File: config.mk
export PLATFORM = sky130hd
export DESIGN_NAME = fifo_burst_reader_flat
export DESIGN_NICKNAME = d
export VERILOG_FILES = /design/src/rtl/fifo_burst_reader_if.sv /design/src/rtl/fifo_burst_reader.sv /design/src/flat_wrapper.sv
export SDC_FILE = /design/constraint.sdc
export NUM_CORES = 1
export LEC_CHECK = 0
export CAP_MARGIN = 25
export CORE_ASPECT_RATIO = 1.5
export CORE_UTILIZATION = 44
export DETAILED_ROUTE_END_ITERATION = 6
export GPL_TIMING_DRIVEN = 0
export PLACE_DENSITY = 0.73
export SLEW_MARGIN = 20
export SYNTH_ARGS = -nofsm -noshare
export SYNTH_HDL_FRONTEND = slang
export SYNTH_SLANG_ARGS = --single-unit
File: constraint.sdc
create_clock -name i_clk -period 4.1 [get_ports i_clk]
set_clock_uncertainty 0.2 [all_clocks]
set_input_delay 0.82 -clock i_clk [delete_from_list [all_inputs] [get_ports i_clk]]
set_output_delay 0.82 -clock i_clk [all_outputs]
set_load 0.03 [all_outputs]
File: src/rtl/fifo_burst_reader_if.sv
// Stream-side bundle for fifo_burst_reader: FIFO read port plus the outgoing
// valid/ready beat stream. master = the reader, slave = FIFO/consumer side.
interface fifo_burst_reader_if #(
  parameter int BW     = 8,
  parameter int LGFLEN = 4
);
  logic              o_fifo_rd;
  logic [BW-1:0]     i_fifo_data;
  logic              i_fifo_empty;
  logic [LGFLEN:0]   i_fifo_fill;
  logic              o_valid;
  logic              i_ready;
  logic [BW-1:0]     o_data;
  logic              o_last;

  modport master (
    output o_fifo_rd, o_valid, o_data, o_last,
    input  i_fifo_data, i_fifo_empty, i_fifo_fill, i_ready
  );

  modport slave (
    input  o_fifo_rd, o_valid, o_data, o_last,
    output i_fifo_data, i_fifo_empty, i_fifo_fill, i_ready
  );
endinterface

File: src/rtl/fifo_burst_reader.sv
// Drains an async-read FIFO in fixed bursts (or a short flush after idle
// timeout) onto a registered valid/ready stream with a last-beat marker.
module fifo_burst_reader #(
  parameter int BW        = 8,
  parameter int LGFLEN    = 4,
  parameter int LGBURST   = 2,
  parameter int LGTIMEOUT = 8
) (
  input  logic i_clk,
  input  logic i_reset,
  fifo_burst_reader_if.master bus
);
  localparam int                  BURST      = 1 << LGBURST;
  localparam logic [LGFLEN:0]     BURST_FILL = (LGFLEN+1)'(BURST);
  localparam logic [LGBURST:0]    BURST_LEN  = (LGBURST+1)'(BURST);
  localparam logic [LGTIMEOUT-1:0] TMAX      = '1;

  typedef enum logic {S_IDLE, S_BURST} state_t;

  state_t                 r_state, w_state_nxt;
  logic [LGBURST:0]       r_remaining, w_remaining_nxt;
  logic [LGTIMEOUT-1:0]   r_tcount, w_tcount_nxt;
  logic                   r_valid, r_last;
  logic [BW-1:0]          r_data;
  logic                   w_rd, w_accept_last;

  always_comb begin
    w_state_nxt     = r_state;
    w_remaining_nxt = r_remaining;
    w_tcount_nxt    = r_tcount;
    w_rd            = 1'b0;
    w_accept_last   = r_valid && bus.i_ready && r_last;
    case (r_state)
      S_IDLE: begin
        if (bus.i_fifo_fill >= BURST_FILL) begin
          w_state_nxt     = S_BURST;
          w_remaining_nxt = BURST_LEN;
          w_tcount_nxt    = '0;
        end else if (!bus.i_fifo_empty && r_tcount == TMAX) begin
          // fill < BURST here, so the low bits hold the whole count
          w_state_nxt     = S_BURST;
          w_remaining_nxt = bus.i_fifo_fill[LGBURST:0];
          w_tcount_nxt    = '0;
        end else if (!bus.i_fifo_empty) begin
          w_tcount_nxt    = r_tcount + 1'b1;
        end else begin
          w_tcount_nxt    = '0;
        end
      end
      S_BURST: begin
        w_rd = (r_remaining != '0) && !bus.i_fifo_empty && (!r_valid || bus.i_ready);
        if (w_rd)
          w_remaining_nxt = r_remaining - 1'b1;
        if (w_accept_last)
          w_state_nxt = S_IDLE;
      end
      default: w_state_nxt = S_IDLE;
    endcase
  end

  always_ff @(posedge i_clk or posedge i_reset) begin
    if (i_reset) begin
      r_state     <= S_IDLE;
      r_remaining <= '0;
      r_tcount    <= '0;
    end else begin
      r_state     <= w_state_nxt;
      r_remaining <= w_remaining_nxt;
      r_tcount    <= w_tcount_nxt;
    end
  end

  // Output register loads on every FIFO read; an accept with no refill empties it
  always_ff @(posedge i_clk or posedge i_reset) begin
    if (i_reset) begin
      r_valid <= 1'b0;
      r_last  <= 1'b0;
      r_data  <= '0;
    end else if (w_rd) begin
      r_valid <= 1'b1;
      r_last  <= (r_remaining == (LGBURST+1)'(1));
      r_data  <= bus.i_fifo_data;
    end else if (bus.i_ready) begin
      r_valid <= 1'b0;
      r_last  <= 1'b0;
    end
  end

  assign bus.o_fifo_rd = w_rd;
  assign bus.o_valid   = r_valid;
  assign bus.o_last    = r_last;
  assign bus.o_data    = r_data;
endmodule
File: src/flat_wrapper.sv
// flat-port wrapper written by rule: the top's interface ports become plain ports
module fifo_burst_reader_flat 
#(
  parameter int BW        = 8,
  parameter int LGFLEN    = 4,
  parameter int LGBURST   = 2,
  parameter int LGTIMEOUT = 8
)
  (i_clk, i_reset, bus_o_fifo_rd, bus_o_valid, bus_o_data, bus_o_last, bus_i_fifo_data, bus_i_fifo_empty, bus_i_fifo_fill, bus_i_ready);
  fifo_burst_reader_if #(.BW(BW), .LGFLEN(LGFLEN)) bus_i ();
  input  logic i_clk;
  input  logic i_reset;
  output wire logic [$bits(bus_i.o_fifo_rd)-1:0] bus_o_fifo_rd;
  output wire logic [$bits(bus_i.o_valid)-1:0] bus_o_valid;
  output wire logic [$bits(bus_i.o_data)-1:0] bus_o_data;
  output wire logic [$bits(bus_i.o_last)-1:0] bus_o_last;
  input wire logic [$bits(bus_i.i_fifo_data)-1:0] bus_i_fifo_data;
  input wire logic [$bits(bus_i.i_fifo_empty)-1:0] bus_i_fifo_empty;
  input wire logic [$bits(bus_i.i_fifo_fill)-1:0] bus_i_fifo_fill;
  input wire logic [$bits(bus_i.i_ready)-1:0] bus_i_ready;
  assign bus_o_fifo_rd = bus_i.o_fifo_rd;
  assign bus_o_valid = bus_i.o_valid;
  assign bus_o_data = bus_i.o_data;
  assign bus_o_last = bus_i.o_last;
  assign bus_i.i_fifo_data = bus_i_fifo_data;
  assign bus_i.i_fifo_empty = bus_i_fifo_empty;
  assign bus_i.i_fifo_fill = bus_i_fifo_fill;
  assign bus_i.i_ready = bus_i_ready;
  fifo_burst_reader #(.BW(BW), .LGFLEN(LGFLEN), .LGBURST(LGBURST), .LGTIMEOUT(LGTIMEOUT)) u_core (.i_clk(i_clk), .i_reset(i_reset), .bus(bus_i));
endmodule
==> results.txt, run 1 <==
----------------------------------------------------
[Synthesis]
  Number of distinct library cell variants in the gate-level netlist after synthesis ... 29
  Cell Area, Synth ... 1070 sq um
  Leading cell types by total area after synthesis ... sky130_fd_sc_hd__dfrtp_1, sky130_fd_sc_hd__mux2_2, sky130_fd_sc_hd__ha_1, sky130_fd_sc_hd__nor2_1, sky130_fd_sc_hd__mux2i_1
  Seq/Total Area, Yosys ... 51.3%
  Synth warn ... 0
  Syn_area_per_cell ... 10.7 sq um
  Post-Synthesis Cells ... 100
  Share of the synthesized area in the top cell type ... 51.3%
  Seq cells post-synth ... 22
  Post-synthesis net count ... 121
  Cell type with the highest aggregate area in the netlist ... sky130_fd_sc_hd__dfrtp_1

[Hold path]
  Hold_sp ... u_core.bus.o_data[4]
  Worst hold path type ... register to register
  Endpoint of the worst hold-timing path ... u_core.bus.o_data[4]
  Hold Path Stages ... 1

[Die]
  Horizontal die dimension ... 42.3 um
  I/O pin total ... 28
  Initial core utilization ... 47.5%
  Floorplan die height ... 62.5 um
  Die Outline Area ... 2640 sq um
  Cell row count ... 21
  Total core area ... 2260 sq um

[Pwr]
  Worst voltage drop across the vdd grid ... 370 uV
  Logic pwr share ... 47.1%
  Fraction of power spent switching nets ... 38.1%
  Clock power frac ... 11.4%
  Total internal power ... 509 uW
  Sequential group share of total power ... 41.5%
  Leak pwr ... 0.625 nW
  Switching power summed over all nets ... 313 uW
  Ratio of total power to cell area ... 590 nW/um^2

[Routing]
  Met1 layer wirelength in the final routing ... 825 um
  Number of detailed-route iterations in the first pass ... 4
  Average wire per standard cell ... 13.9 um
  Post-route ant nets ... 0
  Number of remaining DRC errors ... 0
  Routed Wire Length ... 2120 um
  Starting DRT DRC Count ... 16
  Total length of routed met2 wires ... 1150 um
  DR top layer ... met4
  Via total after detailed routing ... 856
  Vias/cell ... 5.59
  Total length of routed met3 wires ... 103 um

[Clock tree]
  Buffers inserted during post-CTS setup optimization ... 0
  CTS resizes ... 0
  Clock buffers created by TritonCTS ... 3
  Number of buffers on the longest clock path ... 2
  CTS tree ... built
  H-tree levels ... 1
  Clock edge transition at the registers on the reported setup and hold paths ... 0.11 ns
  Root Driver ... sky130_fd_sc_hd__clkbuf_4
  Clock latency on the worst-skew pair ... 0.30 ns
  Hold-fix buffers, CTS ... 0
  Clock Sink Count ... 22

[STA]
  Rel. slew slack ... 46.3%
  Setup repair after global routing missed its margin ... no
  Final count of hold timing violations ... 0
  Transition time of the tightest slew-check pin ... 0.805 ns
  Final slew viol count ... 0
  Final setup TNS ... 0 ns
  Crit share post-route ... 87.9%
  Shortest clock period the worst path allows after layout ... 3.60 ns
  Final critical-path setup slack ... 0.497 ns
  Setup violation total in the final timing report ... 0
  Highest clock frequency the design can meet ... 278 MHz

[Global routing]
  Global-route wire length before repair ... 3710 um
  Number of antenna violations at the first check in global routing ... 0
  Global route total overflow ... 0
  Number of global-route vias before repair ... 912
  Overall global routing resource usage ... 18.2%
  Largest net degree at the start of global routing ... 23

[Worst setup path]
  Type of origin of the critical path ... input pin
  Crit-path max FO ... 10
  Launching element of the worst setup path ... bus_i_ready
  Start-to-end type of the worst setup path ... input pin to primary output
  Type of destination of the critical path ... primary output
  Startpoint of the worst register-to-register path ... u_core.r_remaining[0]
  Worst R2R Path Depth ... 7
  Reg-to-Reg End ... u_core.bus.o_data[0]
  R2r setup slk ... 2.14 ns
  Worst EP arrival ... 2.58 ns
  Required time at the endpoint of the critical path ... 3.08 ns

[Placement]
  # port buffers ... 27
  Gp weighted congestion ... 0.903
  HPWL after detailed placement ... 1680 um
  Post-Place Worst Slack ... 0.483 ns
  Count of placed standard cells including taps ... 150

[Finish]
  Number of inserted filler cells in the final layout ... 183
  Synth-to-Final Area Change ... 30.0%
  Proportion of layout cells with a drive suffix above 1 ... 12.3%
  Most used cells in the layout excluding fill and tap cells ... sky130_fd_sc_hd__clkdlybuf4s50_1, sky130_fd_sc_hd__dfrtp_1, sky130_fd_sc_hd__nor2_1
  Non-filler cells in the finished layout ... 153
  Nets ... 153
  Most common cell after layout, fill and taps aside ... sky130_fd_sc_hd__clkdlybuf4s50_1
  Antenna fix cells ... 0

[Run status]
  Run status ... finished clean

[Run]
  Max-Cap Viols ... 0

----------------------------------------------------
-- worst max-delay path, stage by stage --
cell	delay [ns]
sky130_fd_sc_hd__clkdlybuf4s50_1	0.48
sky130_fd_sc_hd__nand2b_1	0.12
sky130_fd_sc_hd__nand3_1	0.18
sky130_fd_sc_hd__buf_2	0.25
sky130_fd_sc_hd__inv_1	0.07
sky130_fd_sc_hd__clkdlybuf4s50_1	0.66
-- routing by layer --
metal	global-route usage, %	vias to the layer above
li1	-	415
met3	4.05	4
met5	0	-
met2	31.9	23
met1	19.4	414
met4	10.2	0
-- power groups by stage --
stage                     clock network, mW  registers, mW  logic [mW]
final                                0.0936          0.342       0.387
after global routing                  0.104          0.356       0.417
after CTS                            0.0978          0.343       0.393
after detailed placement                  0          0.347       0.391
after global placement                    0          0.341       0.379
after floorplan                           0          0.423       0.160
-- stage by stage --
step	util [%]	hold slack, ns	instance area, sq um	power (mW)
5_1_grt	61.7	0.344	1390	0.877
3_5_place_dp	60.7	0.296	1370	0.738
6_report	61.7	0.318	1390	0.823
2_1_floorplan	-	0.278	1070	0.583
3_3_place_gp	60.7	0.286	1370	0.720
4_1_cts	61.7	0.322	1390	0.834
-- layout make-up --
class | instances | area [sq um] | share of cell area [%]
repair buffers | 27 | 270 | 19.4
clock buffers | 3 | 22.5 | 1.62
inverters | 7 | 26.3 | 1.89
flip-flops and latches | 22 | 551 | 39.5
plain buffers | 2 | 8.76 | 0.628
multi-input cells | 69 | 487 | 34.9
well taps | 23 | 28.8 | 2.06
-- cells by family after synthesis --
family / synth area share, %
and+or+nand+nor: 16.7
AOI/OAI and AO/OA: 8.40
adders and majority gates: 4.67
DFF: 51.3
buffers and inverters: 3.27
xor gates and xnor gates: 2.45
muxes: 13.2
-- synthesized netlist by cell type --
master	number
sky130_fd_sc_hd__a31oi_1	2
sky130_fd_sc_hd__xnor2_1	2
sky130_fd_sc_hd__o22ai_1	1
sky130_fd_sc_hd__or4b_1	1
sky130_fd_sc_hd__ha_1	4
sky130_fd_sc_hd__nand2b_1	1
sky130_fd_sc_hd__nand3b_1	1
sky130_fd_sc_hd__mux2i_1	4
sky130_fd_sc_hd__a21o_1	1
sky130_fd_sc_hd__nand2_1	9
sky130_fd_sc_hd__or3_1	1
sky130_fd_sc_hd__buf_2	1
sky130_fd_sc_hd__mux2_2	9
sky130_fd_sc_hd__o21ai_2	1
sky130_fd_sc_hd__dfrtp_1	22
sky130_fd_sc_hd__nor2_1	11
sky130_fd_sc_hd__a21oi_1	3
sky130_fd_sc_hd__nand4b_1	1
sky130_fd_sc_hd__o41a_1	1
sky130_fd_sc_hd__or4_4	1
sky130_fd_sc_hd__nand3_1	3
sky130_fd_sc_hd__and3_1	1
sky130_fd_sc_hd__xor2_1	1
sky130_fd_sc_hd__o21ai_0	4
sky130_fd_sc_hd__and4_1	2
sky130_fd_sc_hd__nor3_1	3
sky130_fd_sc_hd__clkbuf_1	1
sky130_fd_sc_hd__inv_1	7
sky130_fd_sc_hd__a21o_2	1
-- registers in the layout, indices dropped and copies added (netlist names) --
name and flops:
u_core.bus.o_data 8, u_core.bus.o_last 1, u_core.bus.o_valid 1, u_core.r_remaining 3, u_core.r_state 1, u_core.r_tcount 8
-- how the worst max path moves through the flow --
stage                    end  slack, ns  cells past startpoint
6_report       bus_o_fifo_rd       0.50                      6
5_1_grt        bus_o_fifo_rd       0.38                      6
4_1_cts        bus_o_fifo_rd       0.47                      6
3_5_place_dp   bus_o_fifo_rd       0.48                      6
3_3_place_gp   bus_o_fifo_rd       0.47                      6
2_1_floorplan  bus_o_fifo_rd       1.58                      4
(Power assumes the default switching activity.)
==> inputs of run 2 (changes only) <==
--- a/config.mk
+++ b/config.mk
@@ -7,9 +7,11 @@
 export LEC_CHECK = 0
 export CAP_MARGIN = 25
 export CORE_ASPECT_RATIO = 1.5
+export CORE_MARGIN = 1.5
 export CORE_UTILIZATION = 44
 export DETAILED_ROUTE_END_ITERATION = 6
 export GPL_TIMING_DRIVEN = 0
+export MAX_ROUTING_LAYER = met4
 export PLACE_DENSITY = 0.73
 export SLEW_MARGIN = 20
 export SYNTH_ARGS = -nofsm -noshare
==> results.txt, run 2 (same netlist as run 1, synthesis figures left out) <==
----------------------------------------------------
[Worst setup path]
  Crit-path max FO ... 10 (unchanged)
  Start-to-end type of the worst setup path ... input pin to primary output (unchanged)
  Reg-to-Reg End ... u_core.r_remaining[2] (was u_core.bus.o_data[0])
  Worst EP arrival ... 2.60 ns (was 2.58 ns)
  Worst setup path end ... bus_o_fifo_rd (unchanged)
  Required time at the endpoint of the critical path ... 3.08 ns (about the same)
  Startpoint of the worst register-to-register path ... u_core.r_tcount[0] (was u_core.r_remaining[0])
  Worst R2R Path Depth ... 5 (was 7)
  Type of destination of the critical path ... primary output (unchanged)
  Launching element of the worst setup path ... bus_i_ready (unchanged)
  Type of origin of the critical path ... input pin (unchanged)
  R2r setup slk ... 2.12 ns (was 2.14 ns)

[Clock tree]
  Number of buffers on the longest clock path ... 2 (unchanged)
  Clock buffers created by TritonCTS ... 3 (unchanged)
  CTS resizes ... 0 (unchanged)
  Buffers inserted during post-CTS setup optimization ... 0 (unchanged)
  H-tree levels ... 1 (unchanged)
  CTS tree ... built (unchanged)
  Clock edge transition at the registers on the reported setup and hold paths ... 0.11 ns (about the same)
  Clock Sink Count ... 22 (unchanged)
  Clock latency on the worst-skew pair ... 0.30 ns (about the same)
  Root Driver ... sky130_fd_sc_hd__clkbuf_4 (unchanged)
  Hold-fix buffers, CTS ... 0 (unchanged)

[Die]
  Total core area ... 2260 sq um (unchanged)
  Cell row count ... 21 (unchanged)
  Initial core utilization ... 47.5% (unchanged)
  Die Outline Area ... 2750 sq um (was 2640 sq um)
  I/O pin total ... 28 (unchanged)
  Horizontal die dimension ... 43.3 um (was 42.3 um)
  Floorplan die height ... 63.5 um (was 62.5 um)

[STA]
  Transition time of the tightest slew-check pin ... 0.830 ns (was 0.805 ns)
  Crit share post-route ... 88.4% (was 87.9%)
  Highest clock frequency the design can meet ... 276 MHz (was 278 MHz)
  Setup violation total in the final timing report ... 0 (unchanged)
  Final count of hold timing violations ... 0 (unchanged)
  Rel. slew slack ... 44.6% (was 46.3%)
  Final slew viol count ... 0 (unchanged)
  Setup repair after global routing missed its margin ... no (unchanged)
  Shortest clock period the worst path allows after layout ... 3.62 ns (was 3.60 ns)
  Final setup TNS ... 0 ns (unchanged)

[Placement]
  Gp weighted congestion ... 0.864 (was 0.903)
  # port buffers ... 27 (unchanged)
  HPWL after detailed placement ... 1650 um (was 1680 um)
  Placed cell areas ... 1370 sq um (unchanged)

[Pwr]
  Leak pwr ... 0.632 nW (was 0.625 nW)
  Switching power summed over all nets ... 317 uW (was 313 uW)
  Ratio of total power to cell area ... 601 nW/um^2 (was 590 nW/um^2)
  Total internal power ... 529 uW (was 509 uW)
  Logic pwr share ... 45.6% (was 47.1%)
  Sequential group share of total power ... 40.5% (was 41.5%)
  Clock power frac ... 13.9% (was 11.4%)
  Worst voltage drop across the vdd grid ... 377 uV (was 370 uV)
  Fraction of power spent switching nets ... 37.5% (was 38.1%)

[Global routing]
  Met2 Usage GRT ... 30.0% (was 31.9%)
  Overall global routing resource usage ... 18.2% (about the same)
  Global-route wire length before repair ... 3810 um (was 3710 um)
  Busiest layer in global routing ... met2 (unchanged)
  Met3 capacity usage during global routing ... 2.87% (was 4.05%)
  Grt met1 use ... 22.0% (was 19.4%)
  Global route total overflow ... 0 (unchanged)
  Number of global-route vias before repair ... 907 (was 912)
  Largest net degree at the start of global routing ... 23 (unchanged)
  Number of antenna violations at the first check in global routing ... 0 (unchanged)

[Finish]
  Synth-to-Final Area Change ... 31.3% (was 30.0%)
  Nets ... 153 (unchanged)
  Most common cell after layout, fill and taps aside ... sky130_fd_sc_hd__clkdlybuf4s50_1 (unchanged)
  Most used cells in the layout excluding fill and tap cells ... sky130_fd_sc_hd__clkdlybuf4s50_1, sky130_fd_sc_hd__dfrtp_1, sky130_fd_sc_hd__nor2_1 (unchanged)
  Antenna fix cells ... 0 (unchanged)
  Final Instance Area ... 1410 sq um (was 1390 sq um)
  Number of inserted filler cells in the final layout ... 201 (was 183)
  Proportion of layout cells with a drive suffix above 1 ... 13.0% (was 12.3%)

[Routing]
  Average wire per standard cell ... 13.7 um (was 13.9 um)
  Post-route ant nets ... 0 (unchanged)
  Number of remaining DRC errors ... 0 (unchanged)
  Routed Wire Length ... 2120 um (about the same)
  Number of detailed-route iterations in the first pass ... 4 (unchanged)
  Starting DRT DRC Count ... 13 (was 16)
  Vias/cell ... 5.51 (was 5.59)
  Via total after detailed routing ... 849 (was 856)

[Hold path]
  Worst hold path type ... register to register (unchanged)
  Hold Path Stages ... 1 (unchanged)

[Run]
  Max-Cap Viols ... 0 (unchanged)

[Run status]
  Run status ... finished clean (unchanged)

----------------------------------------------------
run 2: final cells by class:
cell class	instances	area, sq um	share of cell area [%]
multi-input combinational	69	487	34.6
clock buffer	4	36.3	2.58
tap	23	28.8	2.04
buffer	2	8.76	0.622
inverter	7	26.3	1.87
timing repair buffer	27	270	19.2
sequential	22	551	39.1
run 2: stage by stage:
| step | std cells | hold WS (ns) | utilization [%] | total power, mW | setup slack, ns |
|---|---|---|---|---|---|
| 2_1_floorplan | 100 | 0.278 | - | 0.583 | 1.58 |
| 3_3_place_gp | 150 | 0.288 | 60.7 | 0.720 | 0.477 |
| 3_5_place_dp | 150 | 0.297 | 60.7 | 0.736 | 0.459 |
| 4_1_cts | 154 | 0.326 | 62.3 | 0.855 | 0.448 |
| 5_1_grt | 154 | 0.348 | 62.3 | 0.899 | 0.360 |
| 6_report | 154 | 0.320 | 62.3 | 0.846 | 0.477 |
run 2: how the worst min path moves through the flow:
| stage | end | start | slack, ns |
|---|---|---|---|
| 3_5_place_dp | u_core.bus.o_data[6] | u_core.bus.o_data[6] | 0.30 |
| 5_1_grt | u_core.bus.o_data[6] | u_core.bus.o_data[6] | 0.35 |
| 2_1_floorplan | u_core.r_tcount[1] | u_core.r_tcount[1] | 0.28 |
| 3_3_place_gp | u_core.r_remaining[2] | u_core.r_remaining[2] | 0.29 |
| 6_report | u_core.bus.o_data[6] | u_core.bus.o_data[6] | 0.32 |
| 4_1_cts | u_core.bus.o_data[6] | u_core.bus.o_data[6] | 0.33 |
run 2: power groups by stage:
stage / combinational, mW / sequential [mW] / clock [mW]
final: 0.385 / 0.343 / 0.118
after global routing: 0.415 / 0.352 / 0.132
after CTS: 0.391 / 0.342 / 0.122
after detailed placement: 0.389 / 0.347 / 0
after global placement: 0.380 / 0.341 / 0
after floorplan: 0.160 / 0.423 / 0
run 2: critical path, stage by stage:
cell and delay [ns]:
sky130_fd_sc_hd__clkdlybuf4s50_1 0.49, sky130_fd_sc_hd__nand2b_1 0.13, sky130_fd_sc_hd__nand3_1 0.18, sky130_fd_sc_hd__buf_2 0.25, sky130_fd_sc_hd__inv_1 0.07, sky130_fd_sc_hd__clkdlybuf4s50_1 0.66
run 2: per-layer routing:
metal  wire [um]  part of all wire [%]
met1         866                    41
met4          31                   1.5
met5           0                     0
met2        1130                    54
met3          84                   4.0
==> inputs of run 3 (changes only) <==
--- a/config.mk
+++ b/config.mk
@@ -10,8 +10,8 @@
 export CORE_MARGIN = 1.5
 export CORE_UTILIZATION = 44
 export DETAILED_ROUTE_END_ITERATION = 6
+export GPL_ROUTABILITY_DRIVEN = 0
 export GPL_TIMING_DRIVEN = 0
-export MAX_ROUTING_LAYER = met4
 export PLACE_DENSITY = 0.73
 export SLEW_MARGIN = 20
 export SYNTH_ARGS = -nofsm -noshare
==> results.txt, run 3 (same netlist as run 1, synthesis figures left out) <==
----------------------------------------------------
[STA]
  Setup repair after global routing missed its margin ... no (unchanged)
  Shortest clock period the worst path allows after layout ... 3.63 ns (was 3.62 ns)
  Highest clock frequency the design can meet ... 276 MHz (about the same)
  Transition time of the tightest slew-check pin ... 0.829 ns (was 0.830 ns)
  Final setup TNS ... 0 ns (unchanged)
  Final critical-path setup slack ... 0.474 ns (was 0.477 ns)
  Fin Hold WS ... 0.321 ns (was 0.320 ns)
  Crit share post-route ... 88.4% (about the same)
  Rel. slew slack ... 44.7% (was 44.6%)
  Final count of hold timing violations ... 0 (unchanged)
  Final slew viol count ... 0 (unchanged)
  Setup violation total in the final timing report ... 0 (unchanged)

[Hold path]
  Worst hold path type ... register to register (unchanged)
  Hold Path Stages ... 1 (unchanged)

[Die]
  Total core area ... 2260 sq um (unchanged)
  Initial core utilization ... 47.5% (unchanged)
  Die Outline Area ... 2750 sq um (unchanged)
  Floorplan die height ... 63.5 um (unchanged)
  Cell row count ... 21 (unchanged)
  Horizontal die dimension ... 43.3 um (unchanged)
  I/O pin total ... 28 (unchanged)

[Worst setup path]
  Type of destination of the critical path ... primary output (unchanged)
  Crit-path max FO ... 10 (unchanged)
  Required time at the endpoint of the critical path ... 3.08 ns (about the same)
  Start-to-end type of the worst setup path ... input pin to primary output (unchanged)
  Type of origin of the critical path ... input pin (unchanged)
  Worst EP arrival ... 2.61 ns (was 2.60 ns)
  Worst R2R Path Depth ... 5 (unchanged)

[Routing]
  Number of detailed-route iterations in the first pass ... 5 (was 4)
  Post-route ant nets ... 0 (unchanged)
  Number of remaining DRC errors ... 0 (unchanged)
  Routed Wire Length ... 2120 um (about the same)
  Via total after detailed routing ... 853 (was 849)
  Average wire per standard cell ... 13.8 um (was 13.7 um)
  Vias/cell ... 5.54 (was 5.51)
  Starting DRT DRC Count ... 34 (was 13)

[Finish]
  Nets ... 153 (unchanged)
  Proportion of layout cells with a drive suffix above 1 ... 13.0% (unchanged)
  Synth-to-Final Area Change ... 31.3% (unchanged)
  Area of combinational cells with multiple inputs ... 487 sq um (unchanged)
  Antenna fix cells ... 0 (unchanged)
  Non-filler cells in the finished layout ... 154 (unchanged)
  Area taken by flip-flops and latches ... 551 sq um (unchanged)
  Most used cells in the layout excluding fill and tap cells ... sky130_fd_sc_hd__clkdlybuf4s50_1, sky130_fd_sc_hd__dfrtp_1, sky130_fd_sc_hd__nor2_1 (unchanged)
  Most common cell after layout, fill and taps aside ... sky130_fd_sc_hd__clkdlybuf4s50_1 (unchanged)
  Number of inserted filler cells in the final layout ... 201 (unchanged)

[Global routing]
  Overall global routing resource usage ... 17.7% (was 18.2%)
  Global-route wire length before repair ... 3800 um (was 3810 um)
  Met3 capacity usage during global routing ... 2.87% (unchanged)
  Grt met1 use ... 21.7% (was 22.0%)
  Global route total overflow ... 0 (unchanged)
  Number of antenna violations at the first check in global routing ... 0 (unchanged)
  Met2 Usage GRT ... 30.2% (was 30.0%)
  Largest net degree at the start of global routing ... 23 (unchanged)
  Busiest layer in global routing ... met2 (unchanged)
  Number of global-route vias before repair ... 910 (was 907)

[Clock tree]
  Clock buffers created by TritonCTS ... 3 (unchanged)
  Root Driver ... sky130_fd_sc_hd__clkbuf_4 (unchanged)
  Clock Sink Count ... 22 (unchanged)
  CTS tree ... built (unchanged)
  Clock edge transition at the registers on the reported setup and hold paths ... 0.12 ns (was 0.11 ns)
  CTS resizes ... 0 (unchanged)
  Clock latency on the worst-skew pair ... 0.30 ns (about the same)
  H-tree levels ... 1 (unchanged)
  Number of buffers on the longest clock path ... 2 (unchanged)
  Buffers inserted during post-CTS setup optimization ... 0 (unchanged)
  Hold-fix buffers, CTS ... 0 (unchanged)

[Placement]
  # port buffers ... 27 (unchanged)
  Post-Place Worst Slack ... 0.459 ns (unchanged)
  Count of placed standard cells including taps ... 150 (unchanged)
  HPWL after detailed placement ... 1650 um (unchanged)

[Run]
  Max-Cap Viols ... 0 (unchanged)

[Run status]
  Run status ... finished clean (unchanged)

[Pwr]
  Final Power ... 846 uW (about the same)
  Leak pwr ... 0.632 nW (unchanged)
  Ratio of total power to cell area ... 601 nW/um^2 (about the same)
  Worst voltage drop across the vdd grid ... 379 uV (was 377 uV)

----------------------------------------------------
==> run 3: cell counts in the layout (fill, tap and decap cells not counted) <==
No cell type changed its count.
==> run 3: final cells by class <==
class	count	area share (%)
Sequential cell	22	39.1
Multi-Input combinational cell	69	34.6
Timing Repair Buffer	27	19.2
Clock buffer	4	2.58
Tap cell	23	2.04
Inverter	7	1.87
Buffer	2	0.622
==> run 3: power breakdown <==
| group | switching [mW] | total [mW] | internal [mW] | leakage [nW] |
|---|---|---|---|---|
| Clock | 0.0642 | 0.118 | 0.0542 | 0.0210 |
| Combinational | 0.203 | 0.386 | 0.183 | 0.344 |
| Sequential | 0.0503 | 0.342 | 0.292 | 0.267 |
| Total | 0.318 | 0.846 | 0.529 | 0.632 |
==> run 3: metal layers <==
layer	wire, um	up-vias	part of all wire [%]
met2	1130	27	53
met1	875	410	41
li1	-	412	-
met4	31	0	1.5
met5	0	-	0
met3	87	4	4.1
==> run 3: stage by stage <==
stage / area, sq um / utilization, %
final: 1410 / 62.3
after global routing: 1410 / 62.3
after CTS: 1410 / 62.3
after detailed placement: 1370 / 60.7
after global placement: 1370 / 60.7
after floorplan: 1070 / -
==> run 3: path summary, 6_finish.rpt <==
check | start | end | slack, ns
min in group asynchronous | i_reset | u_core.bus.o_valid | 0.76
max in group asynchronous | i_reset | u_core.r_tcount[0] | 2.42
worst min-delay path | u_core.bus.o_data[6] | u_core.bus.o_data[6] | 0.32
worst max-delay path | bus_i_ready | bus_o_fifo_rd | 0.47
worst max register to register | u_core.r_tcount[0] | u_core.r_remaining[2] | 2.12
worst min register to register | u_core.bus.o_data[6] | u_core.bus.o_data[6] | 0.32
==> run 3: worst max-delay path, cell delays in order <==
cell and delay, ns:
sky130_fd_sc_hd__clkdlybuf4s50_1 0.49, sky130_fd_sc_hd__nand2b_1 0.13, sky130_fd_sc_hd__nand3_1 0.18, sky130_fd_sc_hd__buf_2 0.25, sky130_fd_sc_hd__inv_1 0.07, sky130_fd_sc_hd__clkdlybuf4s50_1 0.66
